### src/rtl/debounce_pkg.sv
// Shared helpers and defaults for the debounce bank.
// Optional sticky change flags are built with DEBOUNCE_STICKY_EN.
package debounce_pkg;

    localparam int DEF_SYNC_STAGES   = 2;
    localparam int DEF_STABLE_CYCLES = 16;

    function automatic int cnt_width(input int stable);
        int w;
        w = $clog2(stable + 1);
        return (w < 1) ? 1 : w;
    endfunction

endpackage

### src/rtl/debounce_chan.sv
// One debounce channel: synchroniser, stability counter, edge pulses.
// Sticky event flag is present only with DEBOUNCE_STICKY_EN.
module debounce_chan
    import debounce_pkg::*;
#(
    parameter int SYNC_STAGES   = DEF_SYNC_STAGES,
    parameter int STABLE_CYCLES = DEF_STABLE_CYCLES,
    parameter bit RESET_LEVEL   = 1'b0
) (
    input  logic clk,
    input  logic rst,
    input  logic in,
`ifdef DEBOUNCE_STICKY_EN
    input  logic event_clr,
    output logic event_o,
`endif
    output logic out,
    output logic rise,
    output logic fall
);

    localparam int CW = cnt_width(STABLE_CYCLES);
    localparam logic [CW-1:0] LAST = CW'(STABLE_CYCLES - 1);

    logic [SYNC_STAGES-1:0] sync;
    logic                   s;
    logic [CW-1:0]          cnt;
    logic                   done;

    assign s    = sync[SYNC_STAGES-1];
    assign done = (s != out) && (cnt == LAST);

    always_ff @(posedge clk or posedge rst) begin
        if (rst) begin
            sync <= {SYNC_STAGES{RESET_LEVEL}};
        end else begin
            sync <= {sync[SYNC_STAGES-2:0], in};
        end
    end

    // Any cycle where s agrees with out restarts the window.
    always_ff @(posedge clk or posedge rst) begin
        if (rst) begin
            cnt  <= '0;
            out  <= RESET_LEVEL;
            rise <= 1'b0;
            fall <= 1'b0;
        end else begin
            rise <= done & s;
            fall <= done & ~s;
            if (s == out || done) begin
                cnt <= '0;
            end else begin
                cnt <= cnt + CW'(1);
            end
            if (done) begin
                out <= s;
            end
        end
    end

`ifdef DEBOUNCE_STICKY_EN
    always_ff @(posedge clk or posedge rst) begin
        if (rst) begin
            event_o <= 1'b0;
        end else if (rise || fall) begin
            event_o <= 1'b1;
        end else if (event_clr) begin
            event_o <= 1'b0;
        end
    end
`endif

endmodule

### src/rtl/debounce_bank.sv
// Multi-channel input conditioner built from independent debounce_chan slices.
// Define DEBOUNCE_STICKY_EN to add the event_o / event_clr sticky flags.
module debounce_bank
    import debounce_pkg::*;
#(
    parameter int WIDTH         = 4,
    parameter int SYNC_STAGES   = DEF_SYNC_STAGES,
    parameter int STABLE_CYCLES = DEF_STABLE_CYCLES,
    parameter bit RESET_LEVEL   = 1'b0
) (
    input  logic             clk,
    input  logic             rst,
    input  logic [WIDTH-1:0] in,
`ifdef DEBOUNCE_STICKY_EN
    input  logic [WIDTH-1:0] event_clr,
    output logic [WIDTH-1:0] event_o,
`endif
    output logic [WIDTH-1:0] out,
    output logic [WIDTH-1:0] rise,
    output logic [WIDTH-1:0] fall
);

    for (genvar i = 0; i < WIDTH; i++) begin : g_chan
        debounce_chan #(
            .SYNC_STAGES   (SYNC_STAGES),
            .STABLE_CYCLES (STABLE_CYCLES),
            .RESET_LEVEL   (RESET_LEVEL)
        ) u_chan (
            .clk       (clk),
            .rst       (rst),
            .in        (in[i]),
`ifdef DEBOUNCE_STICKY_EN
            .event_clr (event_clr[i]),
            .event_o   (event_o[i]),
`endif
            .out       (out[i]),
            .rise      (rise[i]),
            .fall      (fall[i])
        );
    end

endmodule

### config.mk
export PLATFORM = sky130hd
export DESIGN_NAME = debounce_bank
export DESIGN_NICKNAME = d
export VERILOG_FILES = /design/src/rtl/debounce_pkg.sv /design/src/rtl/debounce_chan.sv /design/src/rtl/debounce_bank.sv
export SDC_FILE = /design/constraint.sdc
export NUM_CORES = 1
export LEC_CHECK = 0
export ABC_AREA = 0
export CAP_MARGIN = 5
export CORE_MARGIN = 2
export CORE_UTILIZATION = 49
export CTS_BUF_LIST = sky130_fd_sc_hd__clkbuf_4
export CTS_CLUSTER_SIZE = 24
export DETAILED_ROUTE_END_ITERATION = 8
export PLACE_DENSITY_LB_ADDON = 0.3
export SETUP_SLACK_MARGIN = 0.2
export SYNTH_ARGS = -nofsm -noshare
export SYNTH_HDL_FRONTEND = slang
export SYNTH_SLANG_ARGS = --single-unit
### constraint.sdc
create_clock -name clk -period 1.6 [get_ports clk]
set_input_delay 0.24 -clock clk [delete_from_list [all_inputs] [get_ports clk]]
set_output_delay 0.24 -clock clk [all_outputs]
set_load 0.05 [all_outputs]
==> reports/qor.yml, run 1 <==
drt:
  num_vias: 1050
  wl_per_cell_um: 14.0
  wl_mm: 2.88
  drtIter0Drc: 32
  ant_nets: 0
  drcViolationCount: 0
  firstDrtPassIters: 5
  vias_per_cell: 5.10
final_layout:
  num-fill-cells: 265
  antennaDiodeCount: 0
  fin_nets: 178
  layout-drive-gt1-share: 0.350
  fin_area_mm2: 0.00213
  area_delta_synth_final_pct: 26.6
  fin_cells: 206
pwr:
  seq_power_share: 0.640
  p_switching_w: 0.000394
  p_comb_frac: 0.093
  leakage_nw: 0.947
  sw_frac_of_total: 0.234
  p_int_w: 0.00129
  ir_drop_uv: 534
  pwr-share-clk: 0.267
  powerDensity_mw_per_mm2: 789
critical_path:
  ff2ff_setup_slack_ns: 0.18
  end_kind: "register"
  crit_type: "register to register"
  r2r_end: "g_chan[1].u_chan.cnt[3]"
  rr_worst_depth: 5
  crit_path_max_fanout: 4
  cp_data_required_time_ns: 1.86
  worstSetupStartpointType: "register"
  arrival_ns: 1.68
  r2r-start: "g_chan[1].u_chan.cnt[1]"
timing:
  setup_viol: 0
  fin_tns_setup_ns: 0
  worst_pin_slew_ns: 0.599
  hold_violations: 0
  relSlewSlack: 0.598
  drv_slew: 0
  skew_ns: 0.0131
  max_freq_mhz: 704
  period_share: 0.887
  rsz0062_at_grt: "true"
  period_needed_ns: 1.42
place:
  port_buffers: 17
  place.gp.congestion: 0.722
  dpl-instance-area_mm2: 0.00181
  placed_cells: 183
  hpwl_mm: 1.74
synthesis:
  ys_top_cells_by_area: "dfrtp_1 (60%), ha_1 (8.9%), buf_4 (5.4%)"
  synth_cell_types: 17
  syn_inst: 131
  synth_warnings: 0
  synth_nets: 149
  yosysTopAreaCell: "dfrtp_1"
  synth_top_area_share: 0.596
  synth_area_per_cell_um2: 12.8
  synth_area_mm2: 0.00168
  ys_ff_latch: 40
  ys_seq_area_frac: 0.596
clocking:
  cts_buffers: 5
  cts_root_buf: "clkbuf_4"
  clk_pin_slew_worst_paths_ns: 0.11
  cts_tree: "done"
  clkSinkCount: 40
  htree_num_levels: 2
  clockBufferDepth: 2
  clk_latency_ns: 0.34
global_route:
  antenna_found_initial: 0
  grt_pass1_wl_mm: 4.80
  grt_max_degree: 41
  overflow: 0
  grt_pass1_vias: 1080
  grt_util_all_layers: 0.158
die:
  die_w_um: 62.6
  die-height_um: 62.6
  core_mm2: 0.00331
  io-pin-count: 18
  dieArea_mm2: 0.00391
  initial_utilization: 0.508
  num_rows: 21
run:
  drv_cap: 0
hold_path:
  hold_class: "input pin to asynchronous set/reset pin"
outcome:
  status: "completed"
## worst max-delay path: stages, from the launching register on
cell and delay, ns:
dfrtp_1 0.41, ha_2 0.20, and3_4 0.20, ha_4 0.17, o21bai_4 0.16, nor4_2 0.20
## cells in the final DEF, fill, tap and decap left out
cell | Yosys | layout
and3b_1 | 2 | 2
a21oi_1 | 4 | 4
ha_4 | 0 | 7
xnor2_1 | 8 | 8
dfrtp_1 | 40 | 40
nor3_4 | 0 | 1
inv_1 | 8 | 8
clkbuf_4 | 0 | 5
mux2_1 | 1 | 1
and3_4 | 0 | 4
o21bai_4 | 0 | 2
and4_1 | 4 | 4
nand2_1 | 3 | 3
clkdlybuf4s50_1 | 0 | 5
buf_12 | 0 | 1
nor3_1 | 12 | 10
nor4_2 | 4 | 4
ha_1 | 12 | 2
nor3_2 | 0 | 1
buf_4 | 12 | 28
nor3b_1 | 7 | 7
o21bai_1 | 4 | 2
ha_2 | 0 | 3
clkinv_1 | 0 | 2
o21ai_1 | 3 | 3
nor2_1 | 3 | 3
## Yosys cell counts
library cell and instances:
and3_1 4, a21oi_1 4, ha_1 12, nor3b_1 7, and3b_1 2, mux2_1 1, nor4_2 4, dfrtp_1 40
o21ai_1 3, nor2_1 3, buf_4 12, nand2_1 3, and4_1 4, o21bai_1 4, xnor2_1 8, inv_1 8
nor3_1 12
## power by group through the flow
stage	combinational [W]	clock, W	sequential [W]
after CTS	0.000138	0.000469	0.00107
after detailed placement	0.000103	0	0.00109
final	0.000156	0.000449	0.00107
after global routing	0.000176	0.000520	0.00108
after floorplan	0.0000679	0	0.00109
after global placement	0.0000973	0	0.00109
## cells by family (layout without fill, tap and decap cells)
family	Yosys count	count (layout)	share of synthesized area
multiplexers	1	1	0.00670
flip-flops	40	40	0.596
AO/OA/AOI/OAI	11	11	0.0387
adder cells (fa/ha/maj)	12	12	0.0893
XOR/XNOR	8	8	0.0417
AND/OR/NAND/NOR	39	39	0.156
buffers and inverters	20	49	0.0715
## flip-flops by register name (all words and copies together), names as in the netlist
| signal | cells |
|---|---|
| g_chan.u_chan.fall | 4 |
| g_chan.u_chan.out | 4 |
| g_chan.u_chan.sync | 8 |
| g_chan.u_chan.rise | 4 |
| g_chan.u_chan.cnt | 20 |
## final cells by class
class	count	area, um^2	area share
clock buffer	5	37.5	0.0176
inverter	8	30.0	0.0141
clock inverter	2	7.51	0.00353
tap	46	57.6	0.0271
sequential	40	1000	0.471
timing repair buffer	34	280	0.132
multi-input combinational	71	713	0.335
## repair_timing
| action | in CTS | in global routing |
|---|---|---|
| pin swaps | 2 | 4 |
| resized for setup | 12 | 12 |
| hold buffers | 0 | 0 |
| setup endpoints to repair | 13 | 10 |
| setup buffers | 10 | 6 |
## metal layers
layer / wire length, um / track usage / share of wire / up-vias
met1: 1150 / 0.165 / 0.40 / 527
met5: 0 / 0 / 0 / -
met4: 40 / 0.0500 / 0.014 / 0
met3: 118 / 0.0631 / 0.041 / 5
li1: - / - / - / 500
met2: 1570 / 0.290 / 0.54 / 18
## per-stage QoR
stage	worst slack, ns	utilization	power (W)	hold WS, ns
after floorplan	0.222	-	0.00115	0.271
after global placement	0.158	0.547	0.00119	0.334
after detailed placement	0.0804	0.547	0.00120	0.337
after CTS	0.173	0.602	0.00168	0.230
after global routing	0.0767	0.642	0.00178	0.259
final	0.181	0.642	0.00168	0.233
## how the worst max path moves through the flow
stage	cells past startpoint	endpoint	from	slack, ns
finish	5	g_chan[1].u_chan.cnt[3]	g_chan[1].u_chan.cnt[1]	0.18
global route	5	g_chan[1].u_chan.cnt[3]	g_chan[1].u_chan.cnt[1]	0.08
CTS	5	g_chan[3].u_chan.cnt[3]	g_chan[3].u_chan.cnt[1]	0.17
detailed placement	5	g_chan[3].u_chan.cnt[3]	g_chan[3].u_chan.cnt[0]	0.08
global placement	5	g_chan[3].u_chan.cnt[3]	g_chan[3].u_chan.cnt[0]	0.16
floorplan	5	g_chan[3].u_chan.cnt[3]	g_chan[3].u_chan.cnt[0]	0.22
Note: power is estimated with default switching activity, not from simulation.
==> run 2: changes to the inputs <==
--- a/config.mk
+++ b/config.mk
@@ -8,7 +8,7 @@
 export ABC_AREA = 0
 export CAP_MARGIN = 5
 export CORE_MARGIN = 2
-export CORE_UTILIZATION = 49
+export CORE_UTILIZATION = 34
 export CTS_BUF_LIST = sky130_fd_sc_hd__clkbuf_4
 export CTS_CLUSTER_SIZE = 24
 export DETAILED_ROUTE_END_ITERATION = 8
==> run 2 against run 1 <==
Worst setup slack improved by 0.015 ns. Highest routed layer unchanged. Total power increased by 2.5%. Maximum frequency increased by 1.1%. Global-route usage decreased by 4.7 points. Critical endpoint is now g_chan[0].u_chan.cnt[3].
==> reports/qor.yml, run 2 (same netlist as run 1, synthesis figures left out) <==
pwr:
  ir_drop_uv: 326
  p_comb_frac: 0.085
  leakage_nw: 0.944
  powerDensity_mw_per_mm2: 814
  seq_power_share: 0.622
  pwr-share-clk: 0.293
  p_int_w: 0.00133
  p_switching_w: 0.000394
  sw_frac_of_total: 0.229
clocking:
  clockBufferDepth: 2
  clk_latency_ns: 0.33
  clkSinkCount: 40
  clk_pin_slew_worst_paths_ns: 0.12
  cts_tree: "done"
  cts_hold_buffers: 0
  cts_root_buf: "clkbuf_4"
  htree_num_levels: 2
  cts_buffers: 5
timing:
  drv_slew: 0
  fin_tns_setup_ns: 0
  max_freq_mhz: 712
  rsz0062_at_grt: "true"
  hold_violations: 0
  period_share: 0.878
  skew_ns: 0.0149
  worst_pin_slew_ns: 0.549
  relSlewSlack: 0.631
  period_needed_ns: 1.40
  setup_viol: 0
final_layout:
  antennaDiodeCount: 0
  fin_util: 0.445
  most-common-layout-cells: "dfrtp_1 (40), buf_4 (27), nor3_1 (10)"
  num-fill-cells: 447
  area_delta_synth_final_pct: 25.8
  regMostFlops: "g_chan.u_chan.cnt"
  regArea_mm2: 0.00100
  layout_commonest_cell: "dfrtp_1"
  layout-drive-gt1-share: 0.350
  reg_top3: "g_chan.u_chan.cnt (20), g_chan.u_chan.sync (8)"
  fin_nets: 177
  multi_input_area_um2: 671
  largest_reg_flops: 20
die:
  dieArea_mm2: 0.00552
  io-pin-count: 18
  die_w_um: 74.3
  initial_utilization: 0.353
  num_rows: 25
  core_mm2: 0.00475
  die-height_um: 74.3
drt:
  drtIter0Drc: 67
  wl_per_cell_um: 12.4
  ant_nets: 0
  drcViolationCount: 0
  firstDrtPassIters: 4
  vias_per_cell: 4.57
  wl_mm: 2.81
  num_vias: 1037
critical_path:
  endpoint: "g_chan[0].u_chan.cnt[3]"
  crit_path_max_fanout: 4
  end_kind: "register"
  critical_path.startpoint: "g_chan[0].u_chan.cnt[1]"
  r2r_end: "g_chan[0].u_chan.cnt[3]"
  crit_type: "register to register"
  arrival_ns: 1.66
  ff2ff_setup_slack_ns: 0.20
  crit_chain: "ha_2 > and3_4 > ha_4 > o21bai_1 > nor4_2"
  r2r-start: "g_chan[0].u_chan.cnt[1]"
  worstSetupStartpointType: "register"
  slowest_stage: "dfrtp_1"
  rr_worst_depth: 5
  max_stage_delay_ns: 0.40
  cp_data_required_time_ns: 1.85
global_route:
  grt_max_degree: 41
  grt_util_all_layers: 0.112
  grt_pass1_vias: 1078
  overflow: 0
  antenna_found_initial: 0
  grt_pass1_wl_mm: 4.55
place:
  hpwl_mm: 1.83
  place.gp.congestion: 0.776
  port_buffers: 17
run:
  drv_cap: 0
hold_path:
  hold_class: "input pin to asynchronous set/reset pin"
outcome:
  status: "completed"
-- run 2: timing repair --
item / 4_1_cts / 5_1_grt
endpoints found under the setup margin: 8 / 10
pin swaps: 4 / 4
cloned: 0 / 0
buffers inserted: 9 / 6
resized for setup: 13 / 8
-- run 2: layout make-up --
cell class / count / area share
Timing Repair Buffer: 33 / 0.129
Tap cell: 67 / 0.0396
Sequential cell: 40 / 0.473
Multi-Input combinational cell: 71 / 0.317
Clock inverter: 1 / 0.00178
Inverter: 8 / 0.0142
Clock buffer: 7 / 0.0249
-- run 2: stage by stage --
step / instance area (um^2) / setup slack [ns] / cells / hold slack (ns) / power [W]
finish: 2110 / 0.195 / 227 / 0.259 / 0.00172
global route: 2110 / 0.106 / 227 / 0.265 / 0.00182
CTS: 2020 / 0.186 / 221 / 0.253 / 0.00174
detailed placement: 1840 / 0.0824 / 204 / 0.340 / 0.00120
global placement: 1840 / 0.157 / 204 / 0.333 / 0.00119
floorplan: 1680 / 0.222 / 131 / 0.271 / 0.00115
-- run 2: how the worst min path moves through the flow --
stage	startpoint	to	slack, ns
global route	rst	g_chan[3].u_chan.out	0.26
global placement	g_chan[1].u_chan.sync[0]	g_chan[1].u_chan.sync[1]	0.33
detailed placement	g_chan[0].u_chan.sync[0]	g_chan[0].u_chan.sync[1]	0.34
floorplan	in[0]	g_chan[0].u_chan.sync[0]	0.27
finish	rst	g_chan[0].u_chan.rise	0.26
CTS	rst	g_chan[0].u_chan.fall	0.25
-- run 2: power by group through the flow --
| stage | Clock [W] | Combinational (W) | Sequential (W) |
|---|---|---|---|
| final | 0.000504 | 0.000147 | 0.00107 |
| after global placement | 0 | 0.0000963 | 0.00109 |
| after floorplan | 0 | 0.0000679 | 0.00109 |
| after global routing | 0.000580 | 0.000168 | 0.00108 |
| after CTS | 0.000536 | 0.000129 | 0.00107 |
| after detailed placement | 0 | 0.000103 | 0.00109 |
-- run 2: layer usage --
| layer | track usage | wire [um] | up-vias |
|---|---|---|---|
| met3 | 0.0461 | 95 | 4 |
| li1 | - | - | 496 |
| met4 | 0.0556 | 38 | 0 |
| met1 | 0.112 | 1160 | 521 |
| met5 | 0 | 0 | - |
| met2 | 0.199 | 1520 | 16 |
-- run 2: worst max-delay path: cells and delay by family (launching register included) --
family | cells | cell delay, ns
flip-flops | 1 | 0.40
AO/OA/AOI/OAI | 1 | 0.16
AND/OR/NAND/NOR | 2 | 0.40
adder cells (fa/ha/maj) | 2 | 0.36
==> run 3: changes to the inputs <==
--- a/config.mk
+++ b/config.mk
@@ -13,7 +13,7 @@
 export CTS_CLUSTER_SIZE = 24
 export DETAILED_ROUTE_END_ITERATION = 8
 export PLACE_DENSITY_LB_ADDON = 0.3
-export SETUP_SLACK_MARGIN = 0.2
+export SETUP_SLACK_MARGIN = 0.4
 export SYNTH_ARGS = -nofsm -noshare
 export SYNTH_HDL_FRONTEND = slang
 export SYNTH_SLANG_ARGS = --single-unit
==> run 3 against run 2 <==
Clock skew fell by 0.0096 ns. Register-to-register slack improved by 0.04 ns. Clock power shrank 5.8%. Maximum frequency increased by 2.7%. Combinational power grew 24%. Core utilization increased by 7.4 points. Non-clock buffer count rose by 16. Wire length is 16% higher. Total power rose by 0.67%.
==> reports/qor.yml, run 3 (same netlist as run 1, synthesis figures left out) <==
outcome:
  status: "completed"
timing:
  max_freq_mhz: 731
  relSlewSlack: 0.565
  period_share: 0.855
  skew_ns: 0.00535
  drv_slew: 0
  period_needed_ns: 1.37
  worst_pin_slew_ns: 0.648
  hold-worst-slack_ns: 0.274
  rsz0062_at_grt: "true"
  setup_viol: 0
  fin_tns_setup_ns: 0
  hold_violations: 0
die:
  dieArea_mm2: 0.00552
  num_rows: 25
  die-height_um: 74.3
  io-pin-count: 18
  core_mm2: 0.00475
  initial_utilization: 0.353
  die_w_um: 74.3
pwr:
  p_comb_frac: 0.105
  powerDensity_mw_per_mm2: 702
  leakage_nw: 1.10
  sw_frac_of_total: 0.245
  seq_power_share: 0.620
  p_switching_w: 0.000425
  pwr-share-clk: 0.274
  ir_drop_uv: 636
  p_int_w: 0.00131
critical_path:
  end_kind: "register"
  crit_path_max_fanout: 5
  crit_chain: "ha_2 > and3_4 > ha_4 > o21bai_1 > nor4_2"
  worstSetupStartpointType: "register"
  slowest_stage: "dfrtp_1"
  crit_type: "register to register"
  max_stage_delay_ns: 0.40
  arrival_ns: 1.62
  ff2ff_setup_slack_ns: 0.23
  cp_data_required_time_ns: 1.85
drt:
  num_vias: 1117
  firstDrtPassIters: 4
  ant_nets: 0
  drcViolationCount: 0
  vias_per_cell: 4.60
  wl_mm: 3.26
  drtIter0Drc: 51
  wl_per_cell_um: 13.4
final_layout:
  layout_commonest_cell: "dfrtp_1"
  most-common-layout-cells: "dfrtp_1 (37), buf_4 (32), buf_6 (10)"
  regMostFlops: "g_chan.u_chan.cnt"
  num-fill-cells: 418
  area_delta_synth_final_pct: 46.9
  reg_top3: "g_chan.u_chan.cnt (20), g_chan.u_chan.sync (8)"
  fin_nets: 193
  antennaDiodeCount: 0
  layout-drive-gt1-share: 0.580
  largest_reg_flops: 20
clocking:
  htree_num_levels: 2
  cts_tree: "done"
  cts_buffers: 5
  clk_latency_ns: 0.34
  clockBufferDepth: 2
  clkSinkCount: 40
  clk_pin_slew_worst_paths_ns: 0.11
  cts_root_buf: "clkbuf_4"
  cts_hold_buffers: 0
run:
  drv_cap: 0
global_route:
  grt_pass1_vias: 1115
  overflow: 0
  grt_pass1_wl_mm: 5.04
  grt_max_degree: 41
  grt_util_all_layers: 0.121
  antenna_found_initial: 0
place:
  place.gp.congestion: 0.692
  hpwl_mm: 1.79
  port_buffers: 17
hold_path:
  hold_class: "input pin to asynchronous set/reset pin"
==> run 3: changes by cell type in the layout (fill, tap and decap cells not counted), sizes merged <==
cell    previous run  this run
buf               28        44
clkbuf             7         5
clkinv             1         3
==> run 3: area by class of cell <==
| type | instances | area, um^2 | share of cell area |
|---|---|---|---|
| inverter | 8 | 30.0 | 0.0122 |
| sequential | 40 | 1000 | 0.407 |
| multi-input combinational | 71 | 856 | 0.347 |
| tap | 67 | 83.8 | 0.0340 |
| timing repair buffer | 49 | 443 | 0.179 |
| clock inverter | 3 | 13.8 | 0.00558 |
| clock buffer | 5 | 37.5 | 0.0152 |
==> run 3: worst paths after layout <==
path	startpoint	to	cells after the start
max in group asynchronous	rst	g_chan[0].u_chan.out	3
hold reg to reg	g_chan[3].u_chan.sync[0]	g_chan[3].u_chan.sync[1]	0
hold / removal	rst	g_chan[3].u_chan.cnt[3]	3
min in group clk	in[1]	g_chan[1].u_chan.sync[0]	1
setup reg to reg	g_chan[0].u_chan.cnt[0]	g_chan[0].u_chan.cnt[3]	5
setup / recovery	g_chan[0].u_chan.cnt[0]	g_chan[0].u_chan.cnt[3]	5
==> run 3: metal layers <==
layer	GRT usage	routed length [um]
met1	0.138	1340
met3	0.0379	112
met5	0	0
met4	0.0635	50
met2	0.205	1760
==> run 3: critical path, delay by kind of cell (launching register included) <==
family	cells	cell delay, ns
flip-flops	1	0.40
adder cells (fa/ha/maj)	2	0.38
AND/OR/NAND/NOR	2	0.33
AO/OA/AOI/OAI	1	0.16
==> run 3: stage by stage <==
stage / cells / total power, W / setup slack [ns] / area (um^2) / util
after floorplan: 131 / 0.00116 / 0.292 / 1800 / -
after global placement: 204 / 0.00119 / 0.285 / 1960 / 0.412
after detailed placement: 204 / 0.00120 / 0.228 / 1960 / 0.412
after CTS: 228 / 0.00172 / 0.253 / 2220 / 0.467
after global routing: 243 / 0.00181 / 0.166 / 2470 / 0.519
final: 243 / 0.00173 / 0.232 / 2470 / 0.519
==> run 3: timing repair <==
action                     CTS  global route
setup buffers               16            15
setup endpoints to repair   32            36
pin swaps                    8             9
resized for setup           17            30
==> run 3: power by group through the flow <==
stage | Clock, W | Combinational [W] | Sequential (W)
2_1_floorplan | 0 | 0.0000694 | 0.00109
3_3_place_gp | 0 | 0.0000979 | 0.00109
3_5_place_dp | 0 | 0.000105 | 0.00109
4_1_cts | 0.000502 | 0.000151 | 0.00107
5_1_grt | 0.000534 | 0.000200 | 0.00108
6_report | 0.000475 | 0.000183 | 0.00108
